===== src/rtl/layer_out_serializer.sv =====
// layer_out_serializer
//   Captures one activation per neuron of a source layer (each neuron raises
//   its bit of in_valid for one cycle alongside its in_data slice). Once every
//   neuron has reported, the captured frame is replayed in neuron-index order
//   on a valid/ready stream feeding the next layer.
//
// Ports
//   clk, rst   : clock, synchronous active-high reset
//   in_valid   : [numNeurons]          per-neuron outvalid pulses
//   in_data    : [numNeurons*inWidth]  neuron i at [i*inWidth +: inWidth]
//   out_data   : [dataWidth]           zero-extended activation of neuron idx
//   out_valid  : word on out_data is valid (high throughout SEND)
//   out_ready  : downstream accepts the current word
//   out_last   : current word belongs to neuron numNeurons-1
//   busy       : block is replaying a frame
//   overflow   : sticky; duplicate capture or input arriving during replay
//   frame_cnt  : [cntWidth] completed frames, wraps
module layer_out_serializer #(
    parameter int unsigned numNeurons = 34,
    parameter int unsigned inWidth    = 8,
    parameter int unsigned dataWidth  = 16,
    parameter int unsigned cntWidth   = 16
) (
    input  logic                            clk,
    input  logic                            rst,
    input  logic [numNeurons-1:0]           in_valid,
    input  logic [numNeurons*inWidth-1:0]   in_data,
    output logic [dataWidth-1:0]            out_data,
    output logic                            out_valid,
    input  logic                            out_ready,
    output logic                            out_last,
    output logic                            busy,
    output logic                            overflow,
    output logic [cntWidth-1:0]             frame_cnt
);

    localparam int unsigned IdxWidth = (numNeurons > 1) ? $clog2(numNeurons) : 1;
    localparam logic [IdxWidth-1:0] LastIdx = IdxWidth'(numNeurons - 1);

    typedef enum logic {
        COLLECT = 1'b0,
        SEND    = 1'b1
    } state_e;

    state_e                  state_q, state_d;
    logic [numNeurons-1:0]   mask_q, mask_d;
    logic [IdxWidth-1:0]     idx_q, idx_d;
    logic                    overflow_q, overflow_d;
    logic [cntWidth-1:0]     frame_cnt_q, frame_cnt_d;
    logic [inWidth-1:0]      buffer_q [numNeurons];
    logic [inWidth-1:0]      buffer_d [numNeurons];

    always_comb begin
        state_d     = state_q;
        mask_d      = mask_q;
        idx_d       = idx_q;
        overflow_d  = overflow_q;
        frame_cnt_d = frame_cnt_q;
        buffer_d    = buffer_q;

        case (state_q)
            COLLECT: begin
                for (int unsigned i = 0; i < numNeurons; i++) begin
                    if (in_valid[i]) begin
                        buffer_d[i] = in_data[i*inWidth +: inWidth];
                    end
                end
                mask_d = mask_q | in_valid;
                if (|(mask_q & in_valid)) begin
                    overflow_d = 1'b1;
                end
                // Completion includes bits arriving on this very edge, so the
                // last capture and the switch to SEND happen together.
                if (&(mask_q | in_valid)) begin
                    state_d = SEND;
                    mask_d  = '0;
                    idx_d   = '0;
                end
            end
            SEND: begin
                // Inputs during replay are discarded, never buffered.
                if (|in_valid) begin
                    overflow_d = 1'b1;
                end
                if (out_ready) begin
                    if (idx_q == LastIdx) begin
                        state_d     = COLLECT;
                        idx_d       = '0;
                        frame_cnt_d = frame_cnt_q + cntWidth'(1);
                    end else begin
                        idx_d = idx_q + IdxWidth'(1);
                    end
                end
            end
            default: state_d = COLLECT;
        endcase
    end

    always_ff @(posedge clk) begin
        if (rst) begin
            state_q     <= COLLECT;
            mask_q      <= '0;
            idx_q       <= '0;
            overflow_q  <= 1'b0;
            frame_cnt_q <= '0;
        end else begin
            state_q     <= state_d;
            mask_q      <= mask_d;
            idx_q       <= idx_d;
            overflow_q  <= overflow_d;
            frame_cnt_q <= frame_cnt_d;
        end
    end

    // Buffer contents are don't-care after reset; mask tracks validity.
    always_ff @(posedge clk) begin
        buffer_q <= buffer_d;
    end

    always_comb begin
        busy      = (state_q == SEND);
        out_valid = busy;
        out_last  = busy && (idx_q == LastIdx);
        out_data  = busy ? dataWidth'(buffer_q[idx_q]) : '0;
        overflow  = overflow_q;
        frame_cnt = frame_cnt_q;
    end

endmodule


===== config.mk =====
export PLATFORM = sky130hd
export DESIGN_NAME = layer_out_serializer
export DESIGN_NICKNAME = d
export VERILOG_FILES = /design/src/rtl/layer_out_serializer.sv
export SDC_FILE = /design/constraint.sdc
export NUM_CORES = 1
export LEC_CHECK = 0
export BUFFER_PORTS_ARGS = -buffer_cell sky130_fd_sc_hd__clkbuf_2
export CORE_MARGIN = 2
export CORE_UTILIZATION = 47
export CTS_CLUSTER_DIAMETER = 40
export DETAILED_ROUTE_END_ITERATION = 10
export MAX_ROUTING_LAYER = met4
export PLACE_DENSITY = 0.81
export SLEW_MARGIN = 20
export SYNTH_ARGS = -nofsm -noshare
export SYNTH_HDL_FRONTEND = slang
export SYNTH_SLANG_ARGS = --single-unit

===== constraint.sdc =====
create_clock -name clk -period 2.88 [get_ports clk]
set_clock_uncertainty 0.15 [all_clocks]
set_input_delay 0.576 -clock clk [delete_from_list [all_inputs] [get_ports clk]]
set_output_delay 0.576 -clock clk [all_outputs]
set_load 0.01 [all_outputs]

==> results.md <==
| Step | Item | Value |
|---|---|---|
| placement | Total half-perimeter wirelength after legalization and detailed placement | 29600 µm |
| timing | RSZ-0062 raised after global routing | yes |
| synth | Mean area per synthesized cell | 15.7 µm² |
| detailed routing | Vias/cell | 5.60 |
| clock tree | Max Root-Sink Buffers | 3 |
| synth | Cell type contributing the most total cell area after synthesis | sky130_fd_sc_hd__edfxtp_1 |
| die | Rows | 61 |
| detailed routing | Final routed wire length divided by cell count | 24.0 µm |
| synth | Most numerous cell in the Yosys netlist | sky130_fd_sc_hd__edfxtp_1 |
| worst setup path | Maximum single-stage delay on the critical path | 500 ps |
| global route | Grt ovf | 0 |
| synth | Sequential-to-total area share from yosys stat | 70.7% |
| layout | Layout Cell Area excl Fill | 17400 µm² |
| timing | Max Freq | 308 MHz |
| worst setup path | Crit path arrival time | 2520 ps |
| layout | Non-Filler Instances | 1660 |
| timing | Setup slack of the critical path after layout | -362 ps |
| synth | Gate count after technology mapping | 839 |
| clock tree | Number of sinks driven by the clock tree | 330 |
| detailed routing | Wire length reported by the detailed router | 39800 µm |
| synth | EDFF count, synth | 272 |
| die | Core Region | 27700 µm² |
| die | DIE AREA | 29400 µm² |
| die | Initial standard-cell utilization of the core | 47.6% |
| power | Static Leak | 6.66 nW |
| detailed routing | First-iteration detailed-routing DRC count | 1029 |
| detailed routing | First-pass detailed-route iteration total | 5 |
| detailed routing | Antenna Violating Nets Remaining | 0 |
| synth | Area of the mapped netlist | 13200 µm² |
| worst setup path | Master of the slowest instance on the critical path | sky130_fd_sc_hd__mux4_2 |
| timing | Remaining max-slew budget at the tightest pin | 35.5% |
| global route | Via count of the first global-routing pass | 9545 |
| worst setup path | Endpoint required time on the critical path | 2150 ps |
| detailed routing | Vias after detailed routing | 9297 |
| worst setup path | Critical path's top delay family | buffers and inverters |
| clock tree | Clk_lat worst skew | 530 ps |
| placement | Final estimated routing congestion in global placement | 0.947 |
| timing | Fraction of the cycle the final worst path needs | 113% |
| worst setup path | CP most frequent cell | sky130_fd_sc_hd__nand2_2 |
| detailed routing | DRC Markers | 0 |
| synth | Post-synthesis sequential element count | 330 |
| worst hold path | Worst min-delay path category | input pin to register |
| clock tree | TritonCTS clock tree | yes |
| synth | Yosys cell types | 46 |
| clock tree | Clock buffer count from CTS | 42 |
| worst setup path | Cell chain of the critical path | buf_12 -> buf_6 -> mux4_2 -> nand2_2 -> nand2_2 -> a221oi_2 -> buf_4 -> o32ai_1 -> clkbuf_4 |
| synth | Top cells by instance count after synthesis | 272 x sky130_fd_sc_hd__edfxtp_1, 94 x sky130_fd_sc_hd__nor2_1, 58 x sky130_fd_sc_hd__dfxtp_1, 53 x sky130_fd_sc_hd__mux2i_1, 42 x sky130_fd_sc_hd__mux4_2 |
| status | Status | finished with violations |
| job | Max-cap viol count | 0 |
| synth | Share of Yosys cell area claimed by the top area cell type | 61.9% |
| die | Top-level port count | 345 |
| layout | Count of fill cells added during filler insertion | 2070 |
| timing | Transition time of the tightest slew-check pin | 966 ps |
| power | Power density over the cells | 661 nW/µm² |
| layout | Net count, final | 1557 |
| power | VDD IR max | 0.000424 V |
| placement | Number of I/O port buffers | 336 |
| worst setup path | Worst Setup Start Kind | register |
| worst setup path | Max FO, Critical Path | 4 |
| clock tree | Total number of H-tree levels | 2 |
| synth | Yosys warning count | 0 |
| die | Die width | 172 µm |
| clock tree | Cts-stage hold buffer count | 0 |
| timing | Crit path time final | 3240 ps |
| status | Violated checks | negative setup slack |
| layout | Proportion of layout cells with a drive suffix above 1 | 43.2% |
| placement | Placed inst area | 15600 µm² |
| global route | Antenna violations before repair | 1 |
| synth | Main synth FF type | sky130_fd_sc_hd__edfxtp_1 |
| global route | First-pass GRT wire length | 56800 µm |
| global route | Maximum number of pins on one net before global-route repair | 41 |
| timing | Final setup fails | 8 |
| placement | Dpl ws | 98.7 ps |
| timing | Number of hold violations in the final report | 0 |
| placement | Placed insts | 1567 |
| timing | Number of max-slew violations in the final report | 0 |
| clock tree | Root Driver | sky130_fd_sc_hd__clkbuf_16 |
| die | Chip height | 172 µm |
| worst setup path | Kind of end point of the critical path | output port |
| synth | Share of flip-flops with an asynchronous set or reset | 0% |
| synth | Synth area leaders | sky130_fd_sc_hd__edfxtp_1 62%, sky130_fd_sc_hd__dfxtp_1 8.8%, sky130_fd_sc_hd__mux4_2 7.2% |
| global route | Total track usage | 27.5% |
| clock tree | Worst-path clk slew | 60 ps |
| worst setup path | CP bufs+invs | 4 |
| worst setup path | Critical path start-end classification | register to output port |
| layout | Growth of design area from synthesis to finish | 31.5% |
-- layout make-up --
| type | instances | area (µm²) | share of cell area (%) |
|---|---|---|---|
| Antenna cell | 3 | 7.51 | 0.0432 |
| Inverter | 10 | 37.5 | 0.216 |
| Multi-Input combinational cell | 456 | 3760 | 21.7 |
| Sequential cell | 330 | 9330 | 53.8 |
| Timing Repair Buffer | 405 | 2370 | 13.6 |
| Clock inverter | 29 | 282 | 1.62 |
| Tap cell | 378 | 473 | 2.72 |
| Clock buffer | 49 | 1100 | 6.32 |
-- stage by stage --
| step | power [mW] | utilization (%) | TNS [ps] | hold slack [ps] |
|---|---|---|---|---|
| after floorplan | 5.98 | - | 0 | 312 |
| after global placement | 6.41 | 56.3 | 0 | 289 |
| after detailed placement | 6.44 | 56.3 | 0 | 290 |
| after CTS | 11.5 | 62.3 | -2630 | 51.2 |
| after global routing | 11.8 | 62.6 | -3250 | 47.3 |
| final | 11.5 | 62.7 | -2640 | 66.8 |
-- registers in the layout, indices dropped and copies added (netlist names) --
signal,cells
busy,1
idx_q,6
frame_cnt,16
buffer_q,272
overflow,1
mask_q,34
-- where the power goes --
part | internal (mW) | total [mW] | switching (mW) | leakage (nW)
sequential | 5.55 | 5.68 | 0.134 | 3.14
combinational | 0.325 | 0.693 | 0.368 | 2.85
clock | 3.06 | 5.11 | 2.05 | 0.673
-- metal layers --
| metal | global-route usage (%) | vias up | wire length, µm |
|---|---|---|---|
| met4 | 10.1 | 0 | 1380 |
| met2 | 43.1 | 654 | 18900 |
| met5 | - | - | 0 |
| met1 | 36.3 | 4447 | 15400 |
| met3 | 4.99 | 89 | 4190 |
| li1 | - | 4107 | - |
-- path summary, 6_finish.rpt --
kind / from / end / slack (ps) / cells after the start
setup / recovery: idx_q[0]$_SDFFE_PP0P_ / out_data[4] / -360 / 9
hold / removal: in_data[249] / buffer_q[17]$_DFFE_PP_ / 70 / 1
setup reg to reg: idx_q[1]$_SDFFE_PP0P_ / frame_cnt[12]$_SDFFE_PP0P_ / 450 / 8
hold reg to reg: overflow$_SDFFE_PP0P_ / overflow$_SDFFE_PP0P_ / 300 / 2
-- cell usage in the layout, fill, tap and decap left out, drive strengths merged, types with 4 or more instances in the layout --
master	count
clkinv	13
nand2	31
mux4	42
conb	8
edfxtp	272
a22oi	15
o21ai	5
clkbuf	380
a221oi	14
nor2	94
o221ai	8
mux2i	53
nand2b	7
and2	4
xnor2	10
o22ai	24
and3	5
o32ai	8
nor4	13
a21oi	13
o31ai	6
nor2b	35
buf	74
nor3	10
a211o	8
nand3	10
inv	20
dfxtp	58
nand4	12
-- cell families after synthesis --
| family | Yosys count | share of synthesized area (%) |
|---|---|---|
| DFF | 330 | 70.7 |
| and+or+nand+nor | 228 | 8.54 |
| buffers and inverters | 60 | 2.45 |
| adders and majority gates | 3 | 0.284 |
| muxes | 95 | 11.2 |
| xor gates and xnor gates | 12 | 0.796 |
| other | 1 | 0.0284 |
| AOI/OAI and AO/OA | 110 | 6.06 |
-- timing repair --
action	4_1_cts	5_1_grt
setup endpoints to repair	8	9
gates resized for setup	40	20
cloned	1	0
setup buffers	7	4
pin swaps	8	5
Note: power is estimated with default switching activity, not from simulation.
